===== src/rtl/gnn_aggr_sequencer.sv =====
// rtl/gnn_aggr_sequencer.sv - multi-layer issue/capture/rescale controller for the 4x4 aggregation datapath
// Feeds each layer's saturated, rescaled result back as the next layer's features.
module gnn_aggr_sequencer #(
    parameter int AGGR_IN_SIZE  = 5,
    parameter int AGGR_OUT_SIZE = 7,
    parameter int SHIFT         = 1,
    parameter int LAYER_W       = 3,
    parameter int WAIT_TIMEOUT  = 15
) (
    input  logic                        clk,
    input  logic                        rst_n,
    input  logic                        start,
    input  logic [LAYER_W-1:0]          num_layers,
    input  logic [16*AGGR_IN_SIZE-1:0]  x_in,
    output logic [16*AGGR_IN_SIZE-1:0]  aggr_x,
    output logic                        aggr_start,
    input  logic                        aggr_done,
    input  logic [16*AGGR_OUT_SIZE-1:0] aggr_y,
    output logic [16*AGGR_OUT_SIZE-1:0] result,
    output logic                        result_valid,
    output logic                        busy,
    output logic                        done,
    output logic                        timeout_err,
    output logic [LAYER_W-1:0]          layer_idx
);
    localparam int IW    = AGGR_IN_SIZE;
    localparam int OW    = AGGR_OUT_SIZE;
    localparam int CNT_W = $clog2(WAIT_TIMEOUT + 1);
    localparam logic signed [OW-1:0] SAT_MAX = OW'(2 ** (IW - 1) - 1);
    localparam logic signed [OW-1:0] SAT_MIN = ~SAT_MAX;

    typedef enum logic [1:0] {S_IDLE, S_ISSUE, S_WAIT, S_DONE} state_t;

    state_t                r_state;
    logic [16*IW-1:0]      r_buf;
    logic [16*OW-1:0]      r_result;
    logic [LAYER_W-1:0]    r_num_layers;
    logic [LAYER_W-1:0]    r_layer_idx;
    logic [CNT_W-1:0]      r_wait_cnt;
    logic                  r_aggr_start;
    logic                  r_result_valid;
    logic                  r_busy;
    logic                  r_done;
    logic                  r_timeout_err;
    logic [16*IW-1:0]      w_feedback;

    // Arithmetic shift floors negatives; clamp back into the signed input range.
    function automatic logic [IW-1:0] sat(input logic signed [OW-1:0] v);
        logic signed [OW-1:0] sh;
        sh = v >>> SHIFT;
        if (sh > SAT_MAX)
            sh = SAT_MAX;
        else if (sh < SAT_MIN)
            sh = SAT_MIN;
        return sh[IW-1:0];
    endfunction

    always_comb begin
        w_feedback = '0;
        for (int i = 0; i < 16; i++)
            w_feedback[i*IW +: IW] = sat(aggr_y[i*OW +: OW]);
    end

    always_ff @(posedge clk or negedge rst_n) begin
        if (!rst_n) begin
            r_state        <= S_IDLE;
            r_buf          <= '0;
            r_result       <= '0;
            r_num_layers   <= '0;
            r_layer_idx    <= '0;
            r_wait_cnt     <= '0;
            r_aggr_start   <= 1'b0;
            r_result_valid <= 1'b0;
            r_busy         <= 1'b0;
            r_done         <= 1'b0;
            r_timeout_err  <= 1'b0;
        end else begin
            r_aggr_start <= 1'b0;
            r_done       <= 1'b0;
            case (r_state)
                S_IDLE: begin
                    if (start && num_layers != '0) begin
                        r_buf          <= x_in;
                        r_num_layers   <= num_layers;
                        r_layer_idx    <= '0;
                        r_timeout_err  <= 1'b0;
                        r_result_valid <= 1'b0;
                        r_busy         <= 1'b1;
                        r_aggr_start   <= 1'b1;
                        r_state        <= S_ISSUE;
                    end
                end
                S_ISSUE: begin
                    r_wait_cnt <= '0;
                    r_state    <= S_WAIT;
                end
                S_WAIT: begin
                    if (aggr_done) begin
                        r_result <= aggr_y;
                        if (r_layer_idx == r_num_layers - 1'b1) begin
                            r_done         <= 1'b1;
                            r_result_valid <= 1'b1;
                            r_busy         <= 1'b0;
                            r_state        <= S_DONE;
                        end else begin
                            r_buf        <= w_feedback;
                            r_layer_idx  <= r_layer_idx + 1'b1;
                            r_aggr_start <= 1'b1;
                            r_state      <= S_ISSUE;
                        end
                    end else if (r_wait_cnt == CNT_W'(WAIT_TIMEOUT - 1)) begin
                        r_timeout_err <= 1'b1;
                        r_busy        <= 1'b0;
                        r_state       <= S_IDLE;
                    end else begin
                        r_wait_cnt <= r_wait_cnt + 1'b1;
                    end
                end
                S_DONE: r_state <= S_IDLE;
                default: r_state <= S_IDLE;
            endcase
        end
    end

    assign aggr_x       = r_buf;
    assign aggr_start   = r_aggr_start;
    assign result       = r_result;
    assign result_valid = r_result_valid;
    assign busy         = r_busy;
    assign done         = r_done;
    assign timeout_err  = r_timeout_err;
    assign layer_idx    = r_layer_idx;
endmodule


===== config.mk =====
export PLATFORM = sky130hd
export DESIGN_NAME = gnn_aggr_sequencer
export DESIGN_NICKNAME = d
export VERILOG_FILES = /design/src/rtl/gnn_aggr_sequencer.sv
export SDC_FILE = /design/constraint.sdc
export NUM_CORES = 1
export LEC_CHECK = 0
export BUFFER_PORTS_ARGS = -buffer_cell sky130_fd_sc_hd__buf_2
export CAP_MARGIN = 20
export CORE_UTILIZATION = 30
export DETAILED_ROUTE_END_ITERATION = 16
export GPL_ROUTABILITY_DRIVEN = 0
export SETUP_SLACK_MARGIN = 0.5
export SLEW_MARGIN = 20
export SYNTH_ARGS = -nofsm -noshare
export SYNTH_HDL_FRONTEND = slang
export SYNTH_SLANG_ARGS = --single-unit

===== constraint.sdc =====
create_clock -name clk -period 6.1 [get_ports clk]
set_input_delay 1.22 -clock clk [delete_from_list [all_inputs] [get_ports clk]]
set_output_delay 1.22 -clock clk [all_outputs]
set_load 0.03 [all_outputs]

* Word-level counts from Yosys, hierarchy flattened
Index checks and enable logic that the tools add are counted.
** Word-level totals
- Bits in registers :: 209
- Word-level logic and storage cells :: 140
** Operators by class
- Magnitude comparators :: 32
- Add/subtract/negate cells :: 3
- Equal/unequal tests :: 14
- Muxes and demuxes :: 67
- Reductions and logical operators :: 13
** Operators by type and width (number)
- 80-bit 2-to-1 mux :: 3
- 5-bit 2-to-1 mux :: 32
- 80-bit one-hot mux with 2 select lines :: 1
- 6-bit by 5-bit > comparator with 1-bit output (second input constant) :: 16
- 6-bit by 5-bit < comparator with 1-bit output (second input constant) :: 16
- 4-bit AND reduction :: 4
- 1-bit 2-to-1 mux :: 15
- 2-bit inequality test (second input constant) :: 7
- 3-bit 2-to-1 mux :: 3
- 2-bit 2-to-1 mux :: 4
- 4-bit 2-to-1 mux :: 2
- 1-bit one-hot mux with 2 select lines :: 4
- 2-bit one-hot mux with 4 select lines :: 1
- 4-bit one-hot mux with 2 select lines :: 1
- 3-bit inequality test (second input constant) :: 2
- 3-bit one-hot mux with 2 select lines :: 1
- 2-bit AND reduction :: 3
- 4-bit by 1-bit adder with 4-bit output (second input constant) :: 1
- 2-bit equality test (second input constant) :: 2
- 4-bit equality test (second input constant) :: 1
- 2-bit nonzero test :: 2
- 3-bit by 1-bit adder with 3-bit output (second input constant) :: 1
- 3-bit equality test :: 1
- 3-bit AND reduction :: 1
- other kinds (5) :: 5

* Longest topological paths before layout
- Depth in word-level cells :: 6
- Gate-level depth with buffers :: 9
- Mapped depth without buffers :: 7

* Worst setup path before layout
OpenSTA, ideal clock, no wires.
- Kind :: input-to-reg
- From :: in aggr_done
- To :: reg r_buf[33], in the netlist aggr_x[33]
- Setup time :: 0.125 ns
- Stages on the path :: 7
- Path slack :: 3.443 ns
- Arrival time :: 2.532 ns
- Cells stage by stage :: clkbuf_1 > nand3b_1 > a31oi_4 > nor2_2 > inv_4 > buf_6 > mux2_2
** Between the ends
- Longest elaborated chain between the ends :: 2
** RTL lines
- start: declaration :: RTL line 17 : input logic aggr_done,
- 2-bit inequality test (no source line)
- 4-bit AND reduction (no source line)
- end signal: assignment :: RTL line 83 : r_buf <= x_in;
- end signal: assignment :: RTL line 106 : r_buf <= w_feedback;
- end: declaration :: RTL line 35 : logic [16*IW-1:0] r_buf;
Every way passes these cells.
A chain may end at the register's enable or synchronous reset.

* Final worst setup path
- From :: in aggr_done
- To :: reg r_buf[4], in the netlist aggr_x[4]
Same word-level chain as after synthesis.

==> impl_metrics.ini <==
[run_status]
status = finished clean

[floorplanning]
start_util_pct = 30.77
core-area_um2 = 30910
pin_count = 399
die-area_um2 = 32420
die_h_um = 180.1
fp-row-count = 64
fp.dieW_um = 180.1

[global_routing]
grt_max_degree = 112
track_usage_pct = 16.88
gr-total-overflow = 0
antenna_found_initial = 1
grt_pass1_wl_mm = 44.36
grt_pass1_vias = 8026

[detailed_routing]
drt-total-wl_mm = 27.65
drt-vias-per-instance = 4.798
drc = 0
dr.first_iter.drc_count = 383
antenna_left = 0
dr_total_vias = 7706
wl_per_cell_um = 17.21
drtPass1Iterations = 5

[placement]
dp_hpwl_mm = 19.74
dp.cells = 1560
preCtsSetupSlack_ps = 2418
numPortBuffers = 398

[layout]
drive_gt1_share_pct = 49.71
final_cells = 1606
nets = 1394
area_growth_pct = 33.44

[power_and_ir_drop]
power.density_nw_per_um2 = 618.1
p_comb_share_pct = 49.0
internal_power_mw = 4.374
power_leakage_nw = 5.977
ir_drop_mv = 0.3165
power_frac_seq_pct = 31.0
finalPower_mw = 7.845
swShare_pct = 44.25
switchingPower_mw = 3.471
clock_power_share_pct = 20.0

[yosys]
synth.distinct_cells = 40
avgSynthCellArea_um2 = 11.61
synth_cells = 819
ys_top_cells_by_count = 209 x dfrtp_1, 148 x mux2_2, 105 x a21oi_1
synthTopCellsByArea = dfrtp_1 55%, mux2_2 18%, a21oi_1 5.5%, a211oi_1 3.2%, nor3_1 3.1%
ys_seq_elements = 209
synth_fp_nets = 1022
synthArstFlopShare_pct = 100.0
ys_warn_count = 0
yosysTopAreaCell = dfrtp_1
synth_enable_flop_cells = 0
yosysMostFrequentCell = dfrtp_1
synth_area_um2 = 9512
netlist.area_leader.share_pct = 54.99
synth-seq-area-share_pct = 54.99
ys.flop_type = dfrtp_1

[timing]
period_needed_ps = 3111
fmaxAchievable_ghz = 0.3214
layout_setup_ws_ps = 2989
finalSetupViolCount = 0
setup_tns_ps = 0
slew_viol_final = 0
max_slew_margin_pct = 35.05
tightest_slew_ps = 974.2
finalHoldViolations = 0
finalClockSkew_ps = 22.87
rsz0062_at_grt = no
fin_crit_sh_pct = 51.00

[critical_path]
worst-r2r-setup-slack_ps = 3110
cp_common_cell = buf_4
reg2reg_to = aggr_x[4]
critPathSlowestCell = inv_4
crit_arrival_ps = 3500
cp.required_ps = 6490
reg2reg_depth = 7
worst_path_largest_cell_delay_ps = 620
timing.rr.start = layer_idx[2]
startpoint = aggr_done
path_class = in2reg
worstSetupEndpoint = aggr_x[4]
cp_max_fo = 65
crit_path_end_kind = flip-flop
start_kind = input port
path_cells = buf_2 -> nand3b_1 -> a31oi_4 -> buf_4 -> nor2_2 -> inv_4 -> buf_4 -> a21oi_1

[clock_tree]
cts.clk_slew.worst_paths_ps = 60
clockBufferDepth = 3
numCtsBuffers = 25
post_cts_buffers = 0
clock-root-buffer = clkbuf_16
cts-htree-levels = 1
post_cts_resized = 0
cts_tree = yes
hold_buffers = 0
clk-insertion-delay-late_ps = 530
cts.sinks = 209

[worst_hold_path]
hold_path.class = reg2reg

[flow_run]
max_cap_viol_count = 0
area by class of cell:
| type | count | area, µm² |
|---|---|---|
| clock buffer | 38 | 764.5 |
| antenna | 1 | 2.502 |
| clock inverter | 7 | 116.4 |
| fill | 3064 | 18220 |
| tap | 396 | 495.5 |
| sequential | 209 | 5230 |
| multi-input combinational | 535 | 3951 |
| timing repair buffer | 407 | 2081 |
| inverter | 13 | 51.30 |
cell families after synthesis:
| family | after synthesis | share of synthesized area (%) |
|---|---|---|
| adder cells (fa/ha/maj) | 28 | 3.052 |
| flip-flops | 209 | 54.99 |
| buffers and inverters | 75 | 3.617 |
| multiplexers | 167 | 19.64 |
| AO/OA/AOI/OAI | 164 | 10.16 |
| XOR/XNOR | 4 | 0.5131 |
| AND/OR/NAND/NOR | 172 | 8.038 |
sequential cells by signal, summed over array words and instances (netlist names), 2 cells and up:
signal and cells:
aggr_x 80, r_wait_cnt 4, layer_idx 3, r_num_layers 3, result 112, r_state 2
power groups by stage:
stage | clock network, mW | registers, mW | logic [mW]
after CTS | 1.63 | 2.44 | 3.89
after global routing | 1.67 | 2.54 | 4.10
final | 1.57 | 2.43 | 3.84
after global placement | 0 | 2.43 | 3.84
after floorplan | 0 | 3.76 | 1.40
after detailed placement | 0 | 2.45 | 3.89
worst min path at each step:
stage / start / to / slack, ps / cells after the start
detailed placement: result[83] / result[83] / 470 / 2
global placement: result[62] / result[62] / 460 / 2
CTS: result[83] / result[83] / 480 / 2
finish: result[83] / result[83] / 480 / 2
global route: aggr_x[56] / aggr_x[56] / 490 / 1
floorplan: r_num_layers[1] / r_num_layers[1] / 510 / 2
per-stage QoR:
step / hold WS (ps) / cell area, µm² / util [%]
finish: 475.8 / 12690 / 41.06
detailed placement: 467.1 / 11810 / 38.20
global route: 493.4 / 12690 / 41.06
floorplan: 507.5 / 9512 / -
global placement: 459.4 / 11810 / 38.20
CTS: 481.0 / 12690 / 41.05
critical path, delay by kind of cell:
| kind | cells | cell delay, ps |
|---|---|---|
| AO/OA/AOI/OAI | 2 | 250 |
| AND/OR/NAND/NOR | 2 | 280 |
| buffers and inverters | 4 | 1710 |
metal layers:
metal / global-route usage (%) / share of wire [%]
met1: 20.12 / 41
met2: 29.79 / 50
met3: 4.608 / 7.6
met4: 4.615 / 2.0
met5: 0 / 0
cell usage in the layout, fill, tap and decap left out, types with 3 or more instances in the layout:
| cell type | netlist | layout |
|---|---|---|
| a211oi_1 | 40 | 40 |
| clkbuf_16 | 0 | 25 |
| nor2_1 | 49 | 49 |
| maj3_1 | 24 | 24 |
| buf_4 | 6 | 8 |
| o22ai_1 | 3 | 3 |
| o21ai_0 | 8 | 8 |
| buf_2 | 18 | 397 |
| ha_1 | 4 | 4 |
| clkbuf_1 | 24 | 4 |
| bufinv_16 | 0 | 3 |
| nor3_1 | 58 | 58 |
| mux2_2 | 148 | 148 |
| clkbuf_8 | 0 | 10 |
| a21oi_1 | 105 | 105 |
| dfrtp_1 | 209 | 209 |
| mux2_1 | 9 | 9 |
| mux2i_1 | 10 | 10 |
| inv_1 | 12 | 12 |
| nand2_1 | 49 | 49 |
Power figures use the tool's default switching activity.
